--- config.mk ---
export PLATFORM = sky130hd
export DESIGN_NAME = tick_gen_multi
export DESIGN_NICKNAME = d
export VERILOG_FILES = /design/src/rtl/tick_gen_pkg.sv /design/src/rtl/tick_chan.sv /design/src/rtl/tick_gen_multi.sv
export SDC_FILE = /design/constraint.sdc
export NUM_CORES = 1
export LEC_CHECK = 0
export CAP_MARGIN = 5
export CORE_UTILIZATION = 55
export DETAILED_ROUTE_END_ITERATION = 7
export PLACE_DENSITY = 0.8
export SYNTH_ARGS = -nofsm -noshare
export SYNTH_HDL_FRONTEND = slang
export SYNTH_SLANG_ARGS = --single-unit
--- constraint.sdc ---
create_clock -name clk -period 3.15 [get_ports clk]
set_clock_uncertainty 0.2 [all_clocks]
set_input_delay 0.63 -clock clk [delete_from_list [all_inputs] [get_ports clk]]
set_output_delay 0.63 -clock clk [all_outputs]
set_load 0.02 [all_outputs]
--- src/rtl/tick_gen_pkg.sv ---
`default_nettype none
// ============================================================================
// Module   : tick_gen_pkg
// Brief    : Shared mode type and default sizing for the tick/tone generator.
// Revision : 1.0
// ============================================================================
package tick_gen_pkg;

  typedef enum logic {MODE_PULSE, MODE_SQUARE} tick_mode_t;

  localparam int c_def_width = 16;
  localparam int c_def_nch   = 4;

endpackage
`default_nettype wire

--- src/rtl/tick_chan.sv ---
`default_nettype none
// ============================================================================
// Module   : tick_chan
// Brief    : One tick/tone channel: counter, shadowed limit/mode, outputs.
// Revision : 1.0
// ============================================================================
module tick_chan
  import tick_gen_pkg::*;
#(
  parameter int WIDTH = c_def_width
) (
  input  logic             clk,
  input  logic             n_rst,
  input  logic             en,
  input  logic             clr,
  input  logic             wr,
  input  logic [WIDTH-1:0] lim,
  input  tick_mode_t       mode,
  output logic             tick,
  output logic             wave,
  output logic [WIDTH-1:0] cnt
);

  logic [WIDTH-1:0] r_cnt;
  logic [WIDTH-1:0] r_lim_a;
  logic [WIDTH-1:0] r_lim_s;
  tick_mode_t       r_mode_a;
  tick_mode_t       r_mode_s;
  logic             r_pend;
  logic             r_tick;
  logic             r_wave;

  logic [WIDTH-1:0] w_cnt_nxt;
  logic [WIDTH-1:0] w_lim_a_nxt;
  logic [WIDTH-1:0] w_lim_s_nxt;
  tick_mode_t       w_mode_a_nxt;
  tick_mode_t       w_mode_s_nxt;
  logic             w_pend_nxt;
  logic             w_tick_nxt;
  logic             w_wave_nxt;
  logic             w_wrap;

  // >= rather than == so a limit lowered below cnt recovers in one cycle
  assign w_wrap = en && (r_cnt >= r_lim_a);

  always_comb begin
    w_cnt_nxt    = r_cnt;
    w_lim_a_nxt  = r_lim_a;
    w_lim_s_nxt  = r_lim_s;
    w_mode_a_nxt = r_mode_a;
    w_mode_s_nxt = r_mode_s;
    w_pend_nxt   = r_pend;
    w_tick_nxt   = 1'b0;
    w_wave_nxt   = r_wave;

    if (clr) begin
      w_cnt_nxt  = '0;
      w_wave_nxt = 1'b0;
      if (wr) begin
        w_lim_a_nxt  = lim;
        w_mode_a_nxt = mode;
        w_lim_s_nxt  = lim;
        w_mode_s_nxt = mode;
        w_pend_nxt   = 1'b0;
      end else if (r_pend) begin
        w_lim_a_nxt  = r_lim_s;
        w_mode_a_nxt = r_mode_s;
        w_pend_nxt   = 1'b0;
      end
    end else begin
      if (w_wrap) begin
        w_cnt_nxt  = '0;
        w_tick_nxt = 1'b1;
        // A pending switch to pulse lands with wave already mirroring tick
        if ((r_mode_a == MODE_PULSE) || (r_pend && (r_mode_s == MODE_PULSE)))
          w_wave_nxt = 1'b1;
        else
          w_wave_nxt = ~r_wave;
        if (r_pend) begin
          w_lim_a_nxt  = r_lim_s;
          w_mode_a_nxt = r_mode_s;
          w_pend_nxt   = 1'b0;
        end
      end else if (en) begin
        w_cnt_nxt = r_cnt + 1'b1;
        if (r_mode_a == MODE_PULSE)
          w_wave_nxt = 1'b0;
      end

      if (wr) begin
        w_lim_s_nxt  = lim;
        w_mode_s_nxt = mode;
        if (en) begin
          w_pend_nxt = 1'b1;
        end else begin
          w_lim_a_nxt  = lim;
          w_mode_a_nxt = mode;
          w_pend_nxt   = 1'b0;
        end
      end
    end
  end

  always_ff @(posedge clk or negedge n_rst) begin
    if (!n_rst) begin
      r_cnt    <= '0;
      r_lim_a  <= '0;
      r_lim_s  <= '0;
      r_mode_a <= MODE_PULSE;
      r_mode_s <= MODE_PULSE;
      r_pend   <= 1'b0;
      r_tick   <= 1'b0;
      r_wave   <= 1'b0;
    end else begin
      r_cnt    <= w_cnt_nxt;
      r_lim_a  <= w_lim_a_nxt;
      r_lim_s  <= w_lim_s_nxt;
      r_mode_a <= w_mode_a_nxt;
      r_mode_s <= w_mode_s_nxt;
      r_pend   <= w_pend_nxt;
      r_tick   <= w_tick_nxt;
      r_wave   <= w_wave_nxt;
    end
  end

  assign tick = r_tick;
  assign wave = r_wave;
  assign cnt  = r_cnt;

endmodule
`default_nettype wire

--- src/rtl/tick_gen_multi.sv ---
`default_nettype none
// ============================================================================
// Module   : tick_gen_multi
// Brief    : NCH independent programmable tick/tone channels with readback.
// Revision : 1.0
// ============================================================================
module tick_gen_multi
  import tick_gen_pkg::*;
#(
  parameter int WIDTH = c_def_width,
  parameter int NCH   = c_def_nch,
  parameter int CHW   = (NCH > 1) ? $clog2(NCH) : 1
) (
  input  logic             clk,
  input  logic             n_rst,
  input  logic [NCH-1:0]   ch_en,
  input  logic             sync_clr,
  input  logic             wr_en,
  input  logic [CHW-1:0]   wr_ch,
  input  logic [WIDTH-1:0] wr_lim,
  input  logic             wr_mode,
  input  logic [CHW-1:0]   rd_ch,
  output logic [NCH-1:0]   tick,
  output logic [NCH-1:0]   wave,
  output logic [WIDTH-1:0] rd_cnt
);

  logic [WIDTH-1:0] w_cnt [NCH];
  logic [NCH-1:0]   w_wr;

  // Out-of-range wr_ch matches no channel and is silently dropped
  for (genvar gi = 0; gi < NCH; gi++) begin : g_chan
    assign w_wr[gi] = wr_en && (wr_ch == CHW'(gi));

    tick_chan #(
      .WIDTH (WIDTH)
    ) u_chan (
      .clk   (clk),
      .n_rst (n_rst),
      .en    (ch_en[gi]),
      .clr   (sync_clr),
      .wr    (w_wr[gi]),
      .lim   (wr_lim),
      .mode  (tick_mode_t'(wr_mode)),
      .tick  (tick[gi]),
      .wave  (wave[gi]),
      .cnt   (w_cnt[gi])
    );
  end

  always_comb begin
    rd_cnt = '0;
    for (int i = 0; i < NCH; i++) begin
      if (rd_ch == CHW'(i))
        rd_cnt = w_cnt[i];
    end
  end

endmodule
`default_nettype wire

; After elaboration in Yosys (flattened, before gate mapping)
; Index checks and enable logic that the tools add are counted.
[op_classes]
n_addsub = 4
magnitude_cmp = 4
n_eq_ne = 10
muxes = 108
n_bitwise = 12
reduce_logical = 30
[op_table]
columns = cell, count
row1 = $mux W16, 40
row2 = $mux W1, 68
row3 = $add A16 B1 Y16 const B, 4
row4 = $ge A16 B16 Y1, 4
row5 = $reduce_bool A3 Y1, 8
row6 = $logic_and A1 B1 Y1, 12
row7 = $ne A3 B3 Y1 const B, 4
row8 = $not A1 Y1, 12
row9 = $eq A2 B2 Y1 const B, 4
row10 = $reduce_and A2 Y1, 4
row11 = $eq A2 B1 Y1 const B, 2
row12 = $logic_not A2 Y1, 2
row13 = $logic_or A1 B1 Y1, 4
[totals]
regBits = 212
input_bits = 29
out_inout_bits = 24
elab_cells = 200

; Longest topological paths before layout
; Gate-level depths: netlist of run 1.
[depth]
ltp_word = 6
ltp_mapped = 10
depth_no_buf = 8

; Hierarchy
; Synthesis of run 1 repeated with hierarchy kept, for this count alone.
[unflattened]
hier_cells = 1831
hier_area_um2 = 15367.2
[by_module_without_submodules]
columns = mod, instances, cells_each, area_each_um2, seq_area_each_um2
row1 = tick_chan (g_chan[1].u_chan ...), 2, 466, 3781.1, 1326.3
row2 = tick_chan (g_chan[0].u_chan), 1, 451, 3818.7, 1326.3
row3 = tick_chan (g_chan[3].u_chan), 1, 424, 3530.9, 1326.3
row4 = tick_gen_multi, 1, 24, 455.4, 0.0

; Worst setup path before layout of run 1
; Ideal clock, no wire load.
[synth_timing]
path_kind = input-to-output
from = input port rd_ch[0]
to = output port rd_cnt[10]
t_arrival_ps = 1934
t_required_ps = 2320
setup_slack_ps = 386
path_stages = 3
n_path_buf = 2
path_cell_list = clkbuf_1 buf_2 mux4_2
[synth_via]
elab_chain_cells = 5
elab_cells_between_ends = 8
cone_classes = eq/ne: 3 / mux: 4 / reduce/logical: 1
[synth_rtl]
columns = element, line_no
row1 = "start, declared", tick_gen_multi.sv:22  ; input logic [CHW-1:0] rd_ch,
row2 = $logic_not A2 Y1, tick_gen_multi.sv:54  ; if (rd_ch == CHW'(i))
row3 = $mux W16 (3 in series), tick_gen_multi.sv:54
row4 = $mux W16 (*), tick_gen_multi.sv:54
row5 = "end, declared", tick_gen_multi.sv:25  ; output logic [WIDTH-1:0] rd_cnt
; Every way passes the cells marked *; elsewhere a longest branch is shown, timed or not.

; Worst setup path after layout of run 1
[layout_timing]
from = input port rd_ch[0]
to = output port rd_cnt[1]
; The elaborated chain is that of the path after synthesis.

==> impl_metrics.py, run 1 <==
metrics = {
    "run_status": {
        "status": "finished, final reports clean",
    },
    "sta": {
        "fin_crit_sh": 0.986,
        "maxSlewHeadroom": 0.541,
        "finalMaxSlewViolations": 0,
        "tightest_slew_ps": 689,
        "setup_violations": 0,
        "post-route-worst-setup-slack_ps": 45.1,
        "fin_setup_tns_ps": 0,
        "rsz0062_at_grt": "false",
        "fmax_mhz": 322,
        "hold_viol": 0,
        "period_minus_slack_ps": 3100,
    },
    "placement": {
        "gp_congestion": 0.923,
        "dpl.hpwl_um": 29900,
        "dpl_worst_slack_ps": -144,
        "io_buffers": 52,
        "placed_cells": 1915,
    },
    "worst_setup_path": {
        "worstPathArrival_ps": 2270,
        "max_stage_delay_ps": 580,
        "reg2reg_to": "g_chan[0].u_chan.r_lim_a[0]$_DFF_PN0_",
        "worst_path_max_delay_cell": "mux4_2",
        "cp-end-kind": "output port",
        "critical_path.cell_chain": "clkdlybuf4s50_1 > buf_4 > mux4_2 > dlygate4sd2_1",
        "rrSetupSlack_ps": 210,
        "startpoint_type": "input pin",
        "r2r-start": "g_chan[0].u_chan.cnt[0]$_DFFE_PN0P_",
        "rr_worst_depth": 9,
        "cp_max_fo": 5,
        "critPathKind": "input pin to output port",
        "worstPathRequired_ps": 2320,
    },
    "drt": {
        "viasPerCell": 6.74,
        "wl_met3_um": 4390,
        "vias": 13200,
        "antenna_left": 0,
        "routedWlPerCell_um": 22.2,
        "routed_wl_um": 43600,
        "met2_length_um": 19600,
        "highest_layer": "met5",
        "drt_iter0_markers": 2049,
        "firstDrtPassIters": 6,
        "route.detailed.drc": 0,
        "met1_length_um": 17700,
    },
    "floorplanning": {
        "io_pins": 53,
        "rows": 57,
        "core-area_sq_um": 24600,
        "die_w_um": 161,
        "dieHeight_um": 161,
        "die-area_sq_um": 26000,
        "initial_utilization": 0.567,
    },
    "cells_and_area": {
        "fin_cells": 1963,
        "nets": 1716,
        "area_growth_pct": 14.4,
        "drive_gt1_frac": 0.129,
    },
    "logic_synthesis": {
        "yosys_most_used_dff": "dfrtp_1",
        "synthCells": 1573,
        "synth_warnings": 0,
        "synth.most_common_cell": "nand2_1",
        "netlist_top_cells_area": "dfrtp_1 38%, nand2_1 8.1%, ha_1 6.1%, mux2i_1 5.5%, a21oi_1 4.5%",
        "syn_area_sq_um": 13900,
        "syn_nets": 1670,
        "synth_top_cell_by_area": "dfrtp_1",
        "synth_top_area_frac": 0.380,
        "async_flop_share": 1.00,
        "synth-edff-count": 0,
        "netlist_top_cells_count": "301 x nand2_1, 212 x dfrtp_1, 125 x a21oi_1, 84 x o21ai_0, 81 x inv_1",
        "ys_types": 75,
        "seq_area_frac_synth": 0.380,
        "ys_ff_latch": 212,
        "avgSynthCellArea_sq_um": 8.86,
    },
    "grt": {
        "grt_pass1_wl_um": 69200,
        "grt_util_all_layers": 0.338,
        "antenna_found_initial": 2,
        "grt_pass1_vias": 12700,
        "grt.overflow.total": 0,
        "grt_max_degree": 100,
    },
    "cts": {
        "htree_levels": 1,
        "cts_made_buffers": 25,
        "cts_tree": "built",
        "clock_latency_ps": 550,
        "cts_sinks": 212,
        "clk_pin_slew_ps": 60,
        "clock-root-buffer": "clkbuf_16",
        "clock_path_buffers": 3,
        "cts_setup_buffers": 0,
    },
    "flow_run": {
        "cap_violations": 0,
    },
    "min_path": {
        "hold-path-endpoint": "g_chan[0].u_chan.r_lim_s[12]$_DFFE_PN0P_",
        "holdPathStages": 2,
        "hold_path_startpoint": "g_chan[0].u_chan.r_lim_s[12]$_DFFE_PN0P_",
        "hold_path.class": "flip-flop to flip-flop",
    },
    "pwr": {
        "pwr_density_cell_nw_per_um2": 500,
        "ir_worst_vdd_mv": 0.476,
        "power_leakage_uw": 0.00727,
    },
}
-- worst max-delay path by stage --
stage / endpoint / cells past startpoint / start
floorplan: rd_cnt[10] / 3 / rd_ch[0]
global placement: rd_cnt[1] / 4 / rd_ch[0]
detailed placement: rd_cnt[5] / 4 / rd_ch[0]
CTS: rd_cnt[1] / 4 / rd_ch[0]
global route: rd_cnt[1] / 4 / rd_ch[0]
finish: rd_cnt[1] / 4 / rd_ch[0]
-- state kept, by name (all words and copies together) (netlist names) --
| register | count |
|---|---|
| g_chan.u_chan.cnt | 64 |
| g_chan.u_chan.r_lim_a | 64 |
| g_chan.u_chan.r_lim_s | 64 |
| g_chan.u_chan.r_mode_a | 4 |
| g_chan.u_chan.r_mode_s | 4 |
| g_chan.u_chan.r_pend | 4 |
| g_chan.u_chan.tick | 4 |
| g_chan.u_chan.wave | 4 |
-- routing by layer --
metal	up-vias	track usage
li1	5916	-
met5	-	0
met2	714	0.522
met3	140	0.0629
met1	6460	0.467
met4	4	0.142
-- metrics by stage --
| step | total power (uW) | hold slack, ps | instance area, sq um | utilization |
|---|---|---|---|---|
| 2_1_floorplan | 4280 | 134 | 13900 | - |
| 3_3_place_gp | 4710 | 258 | 15100 | 0.612 |
| 3_5_place_dp | 4810 | 263 | 15100 | 0.612 |
| 4_1_cts | 7960 | 278 | 16000 | 0.648 |
| 5_1_grt | 8290 | 302 | 16000 | 0.648 |
| 6_report | 7970 | 273 | 16000 | 0.648 |
-- kinds of logic after synthesis --
kind of cell | share of synthesized area
AO/OA/AOI/OAI | 0.227
XOR/XNOR | 0.00188
adder cells (fa/ha/maj) | 0.0610
buffers and inverters | 0.0616
flip-flops | 0.380
multiplexers | 0.0822
AND/OR/NAND/NOR | 0.185
-- final cells by class --
cell class	instances	area [sq um]
Tap cell	324	405
Sequential cell	212	5310
Fill cell	1976	8650
Multi-Input combinational cell	1157	7790
Clock buffer	31	678
Clock inverter	15	211
Timing Repair Buffer	142	1260
Inverter	81	304
Antenna cell	1	2.50
-- worst max-delay path, delay by kind of cell --
family,cells,cell delay [ps]
multiplexers,1,580
buffers and inverters,3,1060
-- power by group --
group | leakage (uW) | total (uW) | switching [uW] | internal, uW
sequential | 0.00271 | 3300 | 279 | 3020
combinational | 0.00413 | 1500 | 869 | 631
clock | 0.000432 | 3170 | 1230 | 1940
-- what timing repair did --
action | in CTS | in global routing
setup endpoints to repair | 16 | 0
gates resized for setup | 17 | 0
endpoints found under the hold margin | 58 | 0
hold buffers | 1 | 0
-- cell usage in the layout (no fill, tap or decap), drive strengths merged, types with 5 or more instances in the layout --
| cell | instances |
|---|---|
| o21ai | 87 |
| ha | 68 |
| clkinv | 6 |
| nor3 | 11 |
| o22ai | 22 |
| mux4 | 16 |
| and3 | 36 |
| o21a | 13 |
| mux2i | 77 |
| a221o | 24 |
| nor4b | 18 |
| nand4 | 8 |
| or4 | 6 |
| clkbuf | 31 |
| and4 | 12 |
| nor2 | 44 |
| o221a | 39 |
| clkdlybuf4s50 | 34 |
| a31oi | 59 |
| o211a | 9 |
| a311o | 7 |
| nor3b | 13 |
| dfrtp | 212 |
| dlygate4sd2 | 16 |
| nor4 | 22 |
| nand3 | 39 |
| nand2b | 8 |
| or3 | 5 |
| nand2 | 301 |
| o211ai | 10 |
| buf | 91 |
| a21oi | 125 |
| o22a | 7 |
| a211oi | 14 |
| inv | 82 |
| a211o | 9 |
| bufinv | 5 |
Note: power is estimated with default switching activity, not from simulation.
==> run 2, diff against run 1 <==
--- a/config.mk
+++ b/config.mk
@@ -9,6 +9,7 @@
 export CORE_UTILIZATION = 55
 export DETAILED_ROUTE_END_ITERATION = 7
 export PLACE_DENSITY = 0.8
+export SETUP_SLACK_MARGIN = 0.2
 export SYNTH_ARGS = -nofsm -noshare
 export SYNTH_HDL_FRONTEND = slang
 export SYNTH_SLANG_ARGS = --single-unit
==> constraint.sdc (replaced) <==
create_clock -name clk -period 4 [get_ports clk]
set_clock_uncertainty 0.2 [all_clocks]
set_input_delay 0.8 -clock clk [delete_from_list [all_inputs] [get_ports clk]]
set_output_delay 0.8 -clock clk [all_outputs]
set_load 0.02 [all_outputs]
==> impl_metrics.py, run 2 (synthesis results as in run 1) <==
metrics = {
    "placement": {
        "placed_cells": 1876,
        "io_buffers": 52,
        "placed_area_sq_um": 14700,
        "dpl.hpwl_um": 28500,
        "gp_congestion": 0.949,
    },
    "pwr": {
        "pwr_density_cell_nw_per_um2": 391,
        "pwr-share-seq": 0.426,
        "ir_worst_vdd_mv": 0.292,
        "p_int_uw": 4260,
        "power_leakage_uw": 0.00696,
        "switchingPower_uw": 1840,
        "pwr-share-comb": 0.188,
        "pwr-share-clk": 0.386,
        "switching_share": 0.302,
    },
    "drt": {
        "routed_wl_um": 42800,
        "routedWlPerCell_um": 22.2,
        "firstDrtPassIters": 6,
        "antenna_left": 0,
        "route.detailed.drc": 0,
        "viasPerCell": 6.79,
        "vias": 13100,
        "drt_iter0_markers": 1772,
    },
    "min_path": {
        "hold_path.class": "input pin to asynchronous set/reset pin",
    },
    "worst_setup_path": {
        "cp_max_fo": 11,
        "cp-startpoint": "rd_ch[1]",
        "worstPathRequired_ps": 3000,
        "r2r-start": "g_chan[0].u_chan.cnt[0]$_DFFE_PN0P_",
        "cp-end-kind": "output port",
        "startpoint_type": "input pin",
        "critPathKind": "input pin to output port",
        "worstPathArrival_ps": 2630,
    },
    "cts": {
        "clock_path_buffers": 3,
        "cts_sinks": 212,
        "clock_latency_ps": 540,
        "cts_tree": "built",
        "cts_setup_buffers": 0,
        "postCtsResizedCells": 0,
        "htree_levels": 1,
        "cts_made_buffers": 25,
        "clock-root-buffer": "clkbuf_16",
        "clk_pin_slew_ps": 60,
        "postCtsHoldBufs": 0,
    },
    "cells_and_area": {
        "fillers": 1997,
        "nets": 1676,
        "final_cell_mix": "301 x nand2_1, 212 x dfrtp_1, 125 x a21oi_1",
        "drive_gt1_frac": 0.106,
        "final_area_sq_um": 15600,
        "post-route-util": 0.633,
        "area_growth_pct": 11.8,
        "final_common_cell": "nand2_1",
        "fin_cells": 1926,
    },
    "floorplanning": {
        "dieHeight_um": 161,
        "io_pins": 53,
        "initial_utilization": 0.567,
        "core-area_sq_um": 24600,
        "die_w_um": 161,
        "rows": 57,
        "die-area_sq_um": 26000,
    },
    "sta": {
        "tightest_slew_ps": 885,
        "fin_crit_sh": 0.909,
        "fin_setup_tns_ps": 0,
        "hold_viol": 0,
        "setup_violations": 0,
        "period_minus_slack_ps": 3630,
        "maxSlewHeadroom": 0.410,
        "rsz0062_at_grt": "false",
        "whs_ps": 37.4,
        "fmax_mhz": 275,
        "finalMaxSlewViolations": 0,
    },
    "grt": {
        "antenna_found_initial": 4,
        "grt.overflow.total": 0,
        "grt_max_degree": 78,
        "grt_util_all_layers": 0.330,
        "grt_pass1_vias": 12400,
        "grt_pass1_wl_um": 67900,
    },
    "run_status": {
        "status": "finished, final reports clean",
    },
    "flow_run": {
        "cap_violations": 0,
    },
}
run 2: worst paths after layout:
path	end	slack, ps	cells after the start
setup / recovery	rd_cnt[9]	370	4
max in group asynchronous	g_chan[1].u_chan.cnt[2]$_DFFE_PN0P_	2730	2
hold reg to reg	g_chan[0].u_chan.r_lim_s[12]$_DFFE_PN0P_	270	2
min in group clk	g_chan[0].u_chan.r_lim_s[12]$_DFFE_PN0P_	270	2
hold / removal	g_chan[0].u_chan.wave$_DFFE_PN0P_	40	1
setup reg to reg	g_chan[0].u_chan.wave$_DFFE_PN0P_	840	9
run 2: stage by stage:
| step | setup slack (ps) | power, uW |
|---|---|---|
| 3_3_place_gp | 405 | 3670 |
| 6_report | 365 | 6100 |
| 3_5_place_dp | 380 | 3750 |
| 4_1_cts | 355 | 6100 |
| 2_1_floorplan | 896 | 3370 |
| 5_1_grt | 315 | 6350 |
run 2: final cells by class:
cell class	count	area, sq um	share of cell area
Antenna cell	4	10.0	0.000642
Inverter	81	304	0.0195
Sequential cell	212	5310	0.340
Timing Repair Buffer	102	936	0.0601
Tap cell	324	405	0.0260
Clock inverter	10	110	0.00706
Clock buffer	36	727	0.0466
Multi-Input combinational cell	1157	7790	0.500
run 2: power by group through the flow:
stage	combinational (uW)	sequential [uW]	clock [uW]
2_1_floorplan	814	2550	0
3_3_place_gp	1070	2610	0
3_5_place_dp	1120	2630	0
4_1_cts	1130	2590	2370
5_1_grt	1270	2630	2450
6_report	1150	2590	2350
run 2: metal layers:
metal  vias up  share of wire  GRT usage
met5         -        0.00054          0
met4         4          0.047      0.148
met3       127           0.11     0.0532
met2       744           0.44      0.505
met1      6376           0.41      0.461
li1       5833              -          -
run 2: worst max-delay path: stages:
cell             delay, ps
clkdlybuf4s50_1        700
buf_4                  270
mux4_2                 310
clkdlybuf4s50_1        560
